## src/rtl/edl_pkg.sv

```systemverilog
// Shared types and constants for the clocked error-detecting-latch token controller.
package edl_pkg;

    typedef enum logic [2:0] {
        S_IDLE,
        S_CAPTURE,
        S_DELAY,
        S_SAMPLE,
        S_RECOVER,
        S_OUT
    } edl_state_t;

    localparam int unsigned EDL_BORROW = 0;
    localparam int unsigned EDL_REPLAY = 1;

    // Bits needed to hold values 0..v (at least one bit).
    function automatic int unsigned edl_bits(input int unsigned v);
        return (v < 2) ? 1 : $clog2(v + 1);
    endfunction

endpackage

```

## src/rtl/edl_window_cnt.sv

```systemverilog
// Loadable down-counter timing the DELAY, SAMPLE and RECOVER windows.
module edl_window_cnt #(
    parameter int unsigned W = 2
) (
    input  logic         clk,
    input  logic         rst,
    input  logic         load,
    input  logic [W-1:0] load_val,
    output logic         done_c
);

    logic [W-1:0] cnt_q;
    logic [W-1:0] cnt_d;

    always_comb begin
        cnt_d = cnt_q;
        if (load) begin
            cnt_d = load_val;
        end else if (cnt_q != '0) begin
            cnt_d = cnt_q - W'(1);
        end
    end

    always_ff @(posedge clk or posedge rst) begin
        if (rst) begin
            cnt_q <= '0;
        end else begin
            cnt_q <= cnt_d;
        end
    end

    assign done_c = (cnt_q == '0);

endmodule

```

## src/rtl/edl_token_ctrl_sync.sv

```systemverilog
// Clocked token controller for a timing-resilient pipeline stage: capture, delay,
// error-sample window, then borrow (stretch) or replay on error, with error statistics.
module edl_token_ctrl_sync
    import edl_pkg::*;
#(
    parameter int unsigned LANES       = 4,
    parameter int unsigned DELAY_B     = 3,
    parameter int unsigned DELAY_E     = 2,
    parameter int unsigned MODE        = 0,
    parameter int unsigned RECOVER_CYC = 2,
    parameter int unsigned MAX_RETRY   = 3,
    parameter int unsigned CNT_W       = 8
) (
    input  logic             clk,
    input  logic             rst,
    input  logic             l_req,
    output logic             l_ack,
    output logic             r_req,
    input  logic             r_ack,
    output logic             latch_en,
    output logic             sample,
    input  logic [LANES-1:0] err,
    output logic             err_any,
    output logic             recover,
    output logic [CNT_W-1:0] err_cnt,
    output logic             fatal,
    output logic             busy
);

    // Counter reload values are window length minus one: done fires on the last cycle.
    localparam int unsigned DLY_LD = (DELAY_B > 0) ? DELAY_B - 1 : 0;
    localparam int unsigned SMP_LD = DELAY_E - 1;
    localparam int unsigned REC_LD = RECOVER_CYC - 1;
    localparam int unsigned MAX_A  = (DLY_LD > SMP_LD) ? DLY_LD : SMP_LD;
    localparam int unsigned MAX_LD = (MAX_A > REC_LD) ? MAX_A : REC_LD;
    localparam int unsigned CW     = edl_bits(MAX_LD);
    localparam int unsigned RW     = edl_bits(MAX_RETRY);

    edl_state_t       state_q, state_d;
    logic [RW-1:0]    retry_q, retry_d;
    logic             err_seen_q, err_seen_d;
    logic [CNT_W-1:0] err_cnt_q, err_cnt_d;
    logic             fatal_q, fatal_d;
    logic             err_any_q, err_any_d;
    logic             latch_en_q, sample_q, recover_q, r_req_q, busy_q;

    logic             cnt_load;
    logic [CW-1:0]    cnt_val;
    logic             cnt_done_c;
    logic             err_hit_c;

    edl_window_cnt #(.W(CW)) u_win (
        .clk      (clk),
        .rst      (rst),
        .load     (cnt_load),
        .load_val (cnt_val),
        .done_c   (cnt_done_c)
    );

    assign err_hit_c = err_seen_q | (|err);

    always_comb begin
        state_d    = state_q;
        retry_d    = retry_q;
        err_seen_d = err_seen_q;
        err_cnt_d  = err_cnt_q;
        fatal_d    = fatal_q;
        err_any_d  = 1'b0;
        cnt_load   = 1'b0;
        cnt_val    = '0;

        case (state_q)
            S_IDLE: begin
                if (l_req) begin
                    state_d = S_CAPTURE;
                    retry_d = '0;
                end
            end
            S_CAPTURE: begin
                cnt_load = 1'b1;
                if (DELAY_B == 0) begin
                    state_d = S_SAMPLE;
                    cnt_val = CW'(SMP_LD);
                end else begin
                    state_d = S_DELAY;
                    cnt_val = CW'(DLY_LD);
                end
            end
            S_DELAY: begin
                if (cnt_done_c) begin
                    state_d  = S_SAMPLE;
                    cnt_load = 1'b1;
                    cnt_val  = CW'(SMP_LD);
                end
            end
            S_SAMPLE: begin
                err_seen_d = err_hit_c;
                if (cnt_done_c) begin
                    if (err_hit_c) begin
                        err_any_d = 1'b1;
                        if (err_cnt_q != '1) begin
                            err_cnt_d = err_cnt_q + CNT_W'(1);
                        end
                        if (MODE == EDL_BORROW) begin
                            state_d  = S_RECOVER;
                            cnt_load = 1'b1;
                            cnt_val  = CW'(REC_LD);
                        end else if (MODE == EDL_REPLAY && retry_q < RW'(MAX_RETRY)) begin
                            state_d = S_CAPTURE;
                            retry_d = retry_q + RW'(1);
                        end else begin
                            state_d = S_OUT;
                            fatal_d = 1'b1;
                        end
                    end else begin
                        state_d = S_OUT;
                    end
                end
            end
            S_RECOVER: begin
                if (cnt_done_c) begin
                    state_d = S_OUT;
                end
            end
            S_OUT: begin
                if (r_ack) begin
                    if (l_req) begin
                        state_d = S_CAPTURE;
                        retry_d = '0;
                    end else begin
                        state_d = S_IDLE;
                    end
                end
            end
            default: state_d = S_IDLE;
        endcase

        if (state_d == S_CAPTURE) begin
            err_seen_d = 1'b0;
        end
    end

    // Outputs are decoded from the next state so they align with the state register.
    always_ff @(posedge clk or posedge rst) begin
        if (rst) begin
            state_q    <= S_IDLE;
            retry_q    <= '0;
            err_seen_q <= 1'b0;
            err_cnt_q  <= '0;
            fatal_q    <= 1'b0;
            err_any_q  <= 1'b0;
            latch_en_q <= 1'b0;
            sample_q   <= 1'b0;
            recover_q  <= 1'b0;
            r_req_q    <= 1'b0;
            busy_q     <= 1'b0;
        end else begin
            state_q    <= state_d;
            retry_q    <= retry_d;
            err_seen_q <= err_seen_d;
            err_cnt_q  <= err_cnt_d;
            fatal_q    <= fatal_d;
            err_any_q  <= err_any_d;
            latch_en_q <= (state_d == S_CAPTURE);
            sample_q   <= (state_d == S_SAMPLE);
            recover_q  <= (state_d == S_RECOVER);
            r_req_q    <= (state_d == S_OUT);
            busy_q     <= (state_d != S_IDLE);
        end
    end

    assign l_ack    = ~rst & ((state_q == S_IDLE) | ((state_q == S_OUT) & r_ack));
    assign r_req    = r_req_q;
    assign latch_en = latch_en_q;
    assign sample   = sample_q;
    assign recover  = recover_q;
    assign err_any  = err_any_q;
    assign err_cnt  = err_cnt_q;
    assign fatal    = fatal_q;
    assign busy     = busy_q;

endmodule

```

## config.mk

```make
export PLATFORM = sky130hd
export DESIGN_NAME = edl_token_ctrl_sync
export DESIGN_NICKNAME = d
export VERILOG_FILES = /design/src/rtl/edl_pkg.sv /design/src/rtl/edl_window_cnt.sv /design/src/rtl/edl_token_ctrl_sync.sv
export SDC_FILE = /design/constraint.sdc
export NUM_CORES = 1
export LEC_CHECK = 0
export ABC_CLOCK_PERIOD_IN_PS = 2600
export BUFFER_PORTS_ARGS = -buffer_cell sky130_fd_sc_hd__buf_2
export CAP_MARGIN = 20
export CORE_ASPECT_RATIO = 1.4
export CORE_MARGIN = 2
export CORE_UTILIZATION = 40
export DETAILED_ROUTE_END_ITERATION = 12
export PLACE_DENSITY = 0.67
export SLEW_MARGIN = 5
export SYNTH_ARGS = -nofsm -noshare
export SYNTH_HDL_FRONTEND = slang
export SYNTH_SLANG_ARGS = --single-unit
```

## constraint.sdc

```tcl
create_clock -name clk -period 2.6 [get_ports clk]
set_input_delay 0.52 -clock clk [delete_from_list [all_inputs] [get_ports clk]]
set_output_delay 0.52 -clock clk [all_outputs]
set_load 0.02 [all_outputs]
```

==> flow_summary.ini, run 1 <==
[layout]
drive_gt1_share_pct = 32.2
fin_area_mm2 = 0.00119
multi_input_area_um2 = 459
fin_util_pct = 50.0
nFillCells = 238
stdcell_count = 149
area_delta_synth_final_pct = 17.6
antennaDiodeCount = 0
finalNetCount = 126
seq_area_um2 = 500

[placement]
place_area_mm2 = 0.00114
dp_hpwl_um = 1420
place_ws_ns = 0.602
numPortBuffers = 22
place_inst = 145
place_congestion = 0.787

[pwr]
power_frac_seq_pct = 39.2
swShare_pct = 39.8
vdd_drop_max_uv = 533
power_mw = 1.36
switchingPower_mw = 0.543
p_int_mw = 0.821
power.density_mw_per_mm2 = 1140
combinationalPowerShare_pct = 42.2
clkPwrFrac_pct = 18.6
leakagePower_nw = 0.578

[timing]
min_period_ns = 2.14
fin_tns_setup_ns = 0
rsz0062_at_grt = no
fmax_mhz = 466
skew_ns = 0.00851
hold_violations = 0
report.final.slew_viol_count = 0
setup_ws_ns = 0.456
fin_crit_sh_pct = 82.5
setup_violations = 0
hold_slack_ns = 0.256

[synthesis]
syn_inst = 91
synth.avg_cell_area_um2 = 11.2
syn-cell-area_mm2 = 0.00102
synth_edf_count = 0
synth_seq_area_share_pct = 49.3
yosysWarnings = 0
synth_flop_cell = dfrtp_1
syn-num-nets = 101
async_reset_ff_share_pct = 100
synth-seq-cells = 20
yosysUniqueCellTypes = 40

[global_route]
grt_pass1_wl_um = 2980
track_usage_pct = 13.8
grt_overflow = 0
grt_pass1_vias = 704
antenna_found_initial = 0
grt_max_degree = 21

[die]
rows = 21
dieArea_mm2 = 0.00296
core_area_mm2 = 0.00239
die-width_um = 46.6
io-pin-count = 24
dieHeight_um = 63.6
start_util_pct = 42.5

[route]
remaining_drc_errors = 0
vias_per_cell = 5.07
drtAntennaViolNets = 0
avgRoutedWirePerCell_um = 12.2
routed_wl_um = 1820
drtIter0Drc = 16
vias = 756
first_pass_iters = 6

[critical_path]
critPathMaxFanout = 10
crit_arrival_ns = 1.62
slowest_stage = dfrtp_1
reg2reg_slack_ns = 0.60
slowest_delay_ns = 0.50
crit_type = reg -> out
reg2reg_to = err_cnt[1]
crit_chain = and2b_1, a211oi_1, and2_1, buf_2
start_kind = register
endpoint_kind = output port
ff2ff_path_depth = 6
reg2reg_from = u_win.cnt_q[0]
crit_required_ns = 2.08

[min_path]
hold_path.class = in -> async

[clocking]
ctsHoldBuffers = 0
cts_made_buffers = 3
clkSinkCount = 20
post_cts_buffers = 0
clk_latency_ns = 0.30
clkTransAtPathRegs_ns = 0.12
cts_resized = 0
h-tree-depth = 1
clk_path_buf_depth = 2
cts_tree = built
cts-root-buf = clkbuf_4

[job]
maxCapViolCount = 0

[status]
status = completed
==> how the worst max path moves through the flow <==
stage	startpoint	to	slack, ns	depth (start not counted)
after global routing	state_q[0]	l_ack	0.36	4
after floorplan	rst	l_ack	0.80	2
after detailed placement	u_win.cnt_q[0]	err_cnt[1]	0.60	6
final	state_q[0]	l_ack	0.46	4
after global placement	u_win.cnt_q[0]	err_cnt[1]	0.73	6
after CTS	state_q[0]	l_ack	0.44	4
==> layout make-up <==
type / count / area share [%]
Inverter: 6 / 1.88
Multi-Input combinational cell: 62 / 38.4
Clock buffer: 3 / 1.88
Timing Repair Buffer: 23 / 9.84
Tap cell: 34 / 3.56
Sequential cell: 20 / 41.9
Clock inverter: 1 / 2.51
==> layout by cell type, fill, tap and decap left out, types with 2 or more instances in the layout <==
cell type / count
a21oi_1: 6
a31oi_1: 3
and2b_1: 2
and3_1: 2
buf_2: 22
clkbuf_4: 3
dfrtp_1: 20
ha_1: 2
inv_1: 6
mux2_2: 2
nand2_1: 5
nand3_1: 4
nand4_1: 3
nor2_1: 4
xor2_1: 5
==> sequential cells by signal (all words and copies together), names as in the netlist <==
register     flops
err_cnt          8
state_q          3
u_win.cnt_q      2
busy             1
err_any          1
err_seen_q       1
latch_en         1
r_req            1
recover          1
sample           1
==> logic make-up after synthesis <==
family | Yosys count | share of synthesized area [%]
buffers and inverters | 9 | 5.54
adders and majority gates | 2 | 2.46
other | 1 | 0.369
AOI/OAI and AO/OA | 16 | 11.1
and+or+nand+nor | 35 | 23.8
muxes | 3 | 3.20
xor gates and xnor gates | 5 | 4.31
DFF | 20 | 49.3
==> cells in the mapped netlist, drive strengths merged, types with 2 or more instances <==
library cell  number  area share, %
nand2              5            1.8
buf                3            3.3
and2               2            1.5
and2b              3            2.3
mux2               2            2.2
nand4              3            1.8
ha                 2            2.5
a211oi             2            2.7
xor2               5            4.3
nor2               4            1.5
inv                6            2.2
dfrtp             20             49
a21oi              7            3.8
and3               3            2.0
nand3              4            2.0
a31oi              3            1.8
==> per-layer routing <==
| metal | vias up | part of all wire (%) | global-route usage [%] |
|---|---|---|---|
| met5 | - | 0 | 0 |
| met4 | 0 | 1.6 | 6.43 |
| met3 | 4 | 2.9 | 2.58 |
| met2 | 16 | 52 | 23.1 |
| met1 | 366 | 43 | 16.1 |
| li1 | 370 | - | - |
==> power by group through the flow <==
stage,Combinational (mW),Sequential [mW],Clock (mW)
2_1_floorplan,0.408,0.588,0
4_1_cts,0.584,0.532,0.256
3_3_place_gp,0.563,0.534,0
6_report,0.576,0.535,0.254
5_1_grt,0.637,0.554,0.276
3_5_place_dp,0.584,0.538,0
==> worst max-delay path, delay by kind of cell, from the launching register on <==
kind	cells	cell delay [ns]
AO/OA/AOI/OAI	1	0.27
flip-flops	1	0.50
buffers and inverters	1	0.16
AND/OR/NAND/NOR	2	0.40
Note: power is estimated with default switching activity, not from simulation.
==> run 2, diff against run 1 <==
ABC_AREA = 1   (was unset)
ABC_CLOCK_PERIOD_IN_PS = 2210   (was 2600)
clock period = 2.21 ns   (was 2.6 ns; I/O delays follow)
==> run 2 against run 1 <==
Global-route usage is 2.2 points higher. Flip-flop and latch count unchanged. Register-to-register slack better by 0.06 ns. Power grew 12%. Utilization fell by 1.0 points. Die area grew 4.6%. Non-clock buffer count down 1. Count of clock-buffer cells in the layout stayed put. Via count rose by 19%. Worst setup slack got worse by 0.056 ns. Final cell count grew 28%. Critical path depth increased by 2.
==> flow_summary.ini, run 2 <==
[placement]
numPortBuffers = 22
place_congestion = 0.777
dp_hpwl_um = 1710

[route]
vias_per_cell = 4.70
first_pass_iters = 4
remaining_drc_errors = 0
vias = 898
routed_wl_um = 2050
avgRoutedWirePerCell_um = 10.7
drtAntennaViolNets = 0
drtIter0Drc = 9

[timing]
skew_ns = 0.00188
report.final.slew_viol_count = 0
slew_headroom_pct = 50.7
rsz0062_at_grt = no
hold_violations = 0
min_period_ns = 1.81
tightest_slew_ns = 0.739
fin_tns_setup_ns = 0
fin_crit_sh_pct = 81.9
fmax_mhz = 552
setup_violations = 0

[pwr]
vdd_drop_max_uv = 573
power.density_mw_per_mm2 = 1210
power_mw = 1.53
leakagePower_nw = 0.729

[die]
core_area_mm2 = 0.00259
start_util_pct = 41.2
io-pin-count = 24
die-width_um = 47.6
dieArea_mm2 = 0.00310
dieHeight_um = 65.1
rows = 22

[min_path]
hold_path.class = in -> async

[synthesis]
syn_inst = 130
yosysTopAreaCellShare_pct = 46.9
synth.avg_cell_area_um2 = 8.20
ys_top_cells_by_count = nand2_1, dfrtp_1, nor2_1
syn-cell-area_mm2 = 0.00107
synth_edf_count = 0
async_reset_ff_share_pct = 100
synth_flop_cell = dfrtp_1
yosysWarnings = 0
synth-seq-cells = 20
syn-num-nets = 140
yosysUniqueCellTypes = 23
synth_area_leader_cell = dfrtp_1
post-synth-top-count-cell = nand2_1
synth_seq_area_share_pct = 46.9
synthTopCellsByArea = dfrtp_1, nand2_1, nor2_1

[layout]
largest_reg_flops = 8
drive_gt1_share_pct = 25.2
final_common_cell = nand2_1
finalNetCount = 166
area_delta_synth_final_pct = 18.8
nFillCells = 281
layout_common_cells = nand2_1, buf_2, dfrtp_1, nor2_1, inv_1
antennaDiodeCount = 0

[clocking]
clkTransAtPathRegs_ns = 0.11
ctsHoldBuffers = 0
clk_latency_ns = 0.30
cts-root-buf = clkbuf_4
clkSinkCount = 20
post_cts_buffers = 0
cts_resized = 0
h-tree-depth = 1
clk_path_buf_depth = 2
cts_tree = built
cts_made_buffers = 3

[critical_path]
reg2reg_to = busy
start_kind = register
slowest_delay_ns = 0.45
crit_arrival_ns = 1.37
critPathMaxFanout = 5
endpoint_kind = output port
crit_type = reg -> out
slowest_stage = dfrtp_1
path_buf_inv = 2
reg2reg_slack_ns = 0.66
ff2ff_path_depth = 7
crit_chain = nor2_1, inv_1, nand2_1, nand2_1, nor2_1, buf_2
reg2reg_from = u_win.cnt_q[0]
critical-path-top-delay-family = flip-flops
crit_required_ns = 1.77

[global_route]
grt_pass1_wl_um = 3590
track_usage_pct = 16.0
grt_pass1_vias = 850
grt_overflow = 0
grt_max_degree = 21
antenna_found_initial = 0

[status]
status = completed

[job]
maxCapViolCount = 0
-- run 2: cell types whose count changed after synthesis, sizes merged, moves of 3 or more --
cell   change
a21oi      -7
and2b      -3
nand3      +4
inv       +13
and3       -3
o21ai      +3
nand2     +39
a31oi      -3
nor2      +15
xnor2      +4
-- run 2: layout make-up --
cell class | count | area (um2) | area share [%]
flip-flops and latches | 20 | 500 | 39.5
multi-input cells | 90 | 484 | 38.2
repair buffers | 22 | 110 | 8.70
inverters | 19 | 73.8 | 5.83
well taps | 36 | 45.0 | 3.56
clock inverters | 1 | 30.0 | 2.37
clock buffers | 3 | 22.5 | 1.78
-- run 2: how the worst max path moves through the flow --
stage | from | endpoint | slack (ns) | depth (start not counted)
finish | state_q[1] | l_ack | 0.40 | 6
global route | state_q[1] | l_ack | 0.26 | 6
CTS | state_q[1] | l_ack | 0.37 | 6
detailed placement | u_win.cnt_q[0] | busy | 0.69 | 10
global placement | u_win.cnt_q[0] | busy | 0.72 | 10
floorplan | state_q[1] | l_ack | 0.78 | 5
-- run 2: metal layers --
layer  track usage [%]  wire length [um]
met5                 0                 0
met4              5.07                24
met3              1.67                91
met2              28.9              1170
met1              18.6               766
-- run 2: cell families (layout without fill, tap and decap cells) --
kind of cell	Yosys count	after routing	synth area share (%)
xor+xnor	7	7	5.75
other cells	1	1	0.352
fa+ha+maj	2	2	2.35
simple gates	74	74	32.9
compound gates	6	6	4.11
buf+inv	20	45	7.63
flops	20	20	46.9
-- run 2: stage by stage --
stage                     std cells  instance area [um2]  utilization (%)  worst slack, ns  hold slack, ns
after detailed placement        187                 1210             46.9            0.692           0.529
final                           191                 1270             48.9            0.400           0.264
after CTS                       191                 1270             48.9            0.374           0.277
after global placement          187                 1210             46.9            0.716           0.533
after floorplan                 130                 1070                -            0.780           0.406
after global routing            191                 1270             48.9            0.255           0.297
-- run 2: power breakdown --
part | switching, mW | internal, mW | leakage, nW
logic | 0.440 | 0.239 | 0.444
clock network | 0.110 | 0.183 | 0.0279
registers | 0.0850 | 0.474 | 0.257
==> run 3, diff against run 2 <==
ABC_CLOCK_PERIOD_IN_PS = 1800   (was 2210)
clock period = 1.8 ns   (was 2.21 ns; I/O delays follow)
==> run 3 against run 2 <==
Sequential share of layout area decreased by 0.80 points. Register-to-register slack worse by 0.39 ns. Clock power is 24% higher. Worst hold slack worse by 0.19 ns. Count of clock-buffer cells in the layout stayed put. Highest routed layer unchanged. Critical path depth stayed put.
==> flow_summary.ini, run 3 (synthesis gave the netlist of run 2 again) <==
[clocking]
cts_tree = built
cts-root-buf = clkbuf_4
clkTransAtPathRegs_ns = 0.11
clkSinkCount = 20
cts_made_buffers = 3
clk_latency_ns = 0.30
clk_path_buf_depth = 2
ctsHoldBuffers = 0
h-tree-depth = 1

[route]
remaining_drc_errors = 0
routed_wl_um = 2010
vias = 895
avgRoutedWirePerCell_um = 10.3
vias_per_cell = 4.59
first_pass_iters = 4
drtIter0Drc = 13
drtAntennaViolNets = 0

[global_route]
grt_max_degree = 21
track_usage_pct = 14.9
grt_pass1_vias = 845
grt_pass1_wl_um = 3370
grt_overflow = 0
antenna_found_initial = 0

[critical_path]
crit_chain = nor2_1, inv_1, nand2_1, nand2_1, nor2_1, buf_2
start_kind = register
slowest_delay_ns = 0.45
endpoint_kind = output port
slowest_stage = dfrtp_2
critical-path-top-delay-family = flip-flops
crit_required_ns = 1.44
crit_type = reg -> out
critPathMaxFanout = 4
crit_arrival_ns = 1.31
path_buf_inv = 2

[layout]
nFillCells = 270
final_common_cell = nand2_1
area_delta_synth_final_pct = 21.8
drive_gt1_share_pct = 28.3
largest_reg_flops = 8
stdcell_count = 195
seq_area_um2 = 503
fin_util_pct = 50.2
finalNetCount = 170
layout_common_cells = nand2_1, buf_2, dfrtp_1, nor2_1, inv_1
antennaDiodeCount = 0
multi_input_area_um2 = 484

[placement]
place_ws_ns = 0.296
place_congestion = 0.781
numPortBuffers = 22
place_inst = 188
dp_hpwl_um = 1680

[status]
status = completed

[die]
dieHeight_um = 65.1
rows = 22
die-width_um = 47.6
io-pin-count = 24
start_util_pct = 41.2
dieArea_mm2 = 0.00310
core_area_mm2 = 0.00259

[timing]
fin_tns_setup_ns = 0
hold_violations = 0
report.final.slew_viol_count = 0
setup_violations = 0
min_period_ns = 1.67
skew_ns = 0.00407
fin_crit_sh_pct = 93.0
setup_ws_ns = 0.125
fmax_mhz = 597

[pwr]
power_mw = 1.91
leakagePower_nw = 0.746
power.density_mw_per_mm2 = 1470
vdd_drop_max_uv = 900

[min_path]
hold_path.class = in -> async

[job]
maxCapViolCount = 0
-- run 3: changes by cell type in the layout (fill, tap and decap cells not counted) --
cell	previous run	this run
dfrtp_2	0	2
buf_4	0	4
dfrtp_1	20	18
-- run 3: area by class of cell --
type / instances / share of cell area [%]
tap: 36 / 3.47
clock inverter: 1 / 2.31
multi-input combinational: 90 / 37.3
sequential: 20 / 38.7
inverter: 19 / 5.68
clock buffer: 3 / 1.73
timing repair buffer: 26 / 10.8
-- run 3: metrics by stage --
step	instance area, um2	hold WS (ns)
finish	1300	0.0778
floorplan	1070	0.324
global route	1300	0.0821
global placement	1220	0.404
CTS	1270	0.0850
detailed placement	1220	0.426
-- run 3: power by group --
part / switching [mW] / internal [mW] / total (mW)
Clock: 0.138 / 0.225 / 0.363
Combinational: 0.540 / 0.327 / 0.867
Sequential: 0.0929 / 0.585 / 0.678
-- run 3: metal layers --
| metal | track usage, % | share of wire (%) | up-vias |
|---|---|---|---|
| li1 | - | - | 456 |
| met1 | 15.9 | 39 | 415 |
| met2 | 27.4 | 56 | 20 |
| met3 | 1.67 | 3.5 | 4 |
| met4 | 6.42 | 1.1 | 0 |
| met5 | 0 | 0 | - |
-- run 3: worst paths after layout --
path	startpoint	to	slack, ns	cells past startpoint
min in group clk	l_req	latch_en	0.41	3
setup / recovery	state_q[1]	l_ack	0.13	6
hold reg to reg	err_cnt[0]	err_cnt[0]	0.55	1
max in group asynchronous	rst	state_q[1]	1.51	3
hold / removal	rst	sample	0.08	3
setup reg to reg	u_win.cnt_q[0]	busy	0.27	10
-- run 3: worst reg2reg max path: stages, from the launching register on --
cell	delay, ns
dfrtp_1	0.36
inv_1	0.06
ha_1	0.25
nand2_1	0.11
inv_1	0.04
nand2_1	0.09
nand2_1	0.06
nor2_1	0.17
nand3_2	0.13
nor2_1	0.10
nand2_1	0.05
-- run 3: what timing repair did --
| item | CTS | global route |
|---|---|---|
| resized for setup | 0 | 2 |
| endpoints found under the setup margin | 0 | 1 |
| buffers inserted | 0 | 3 |
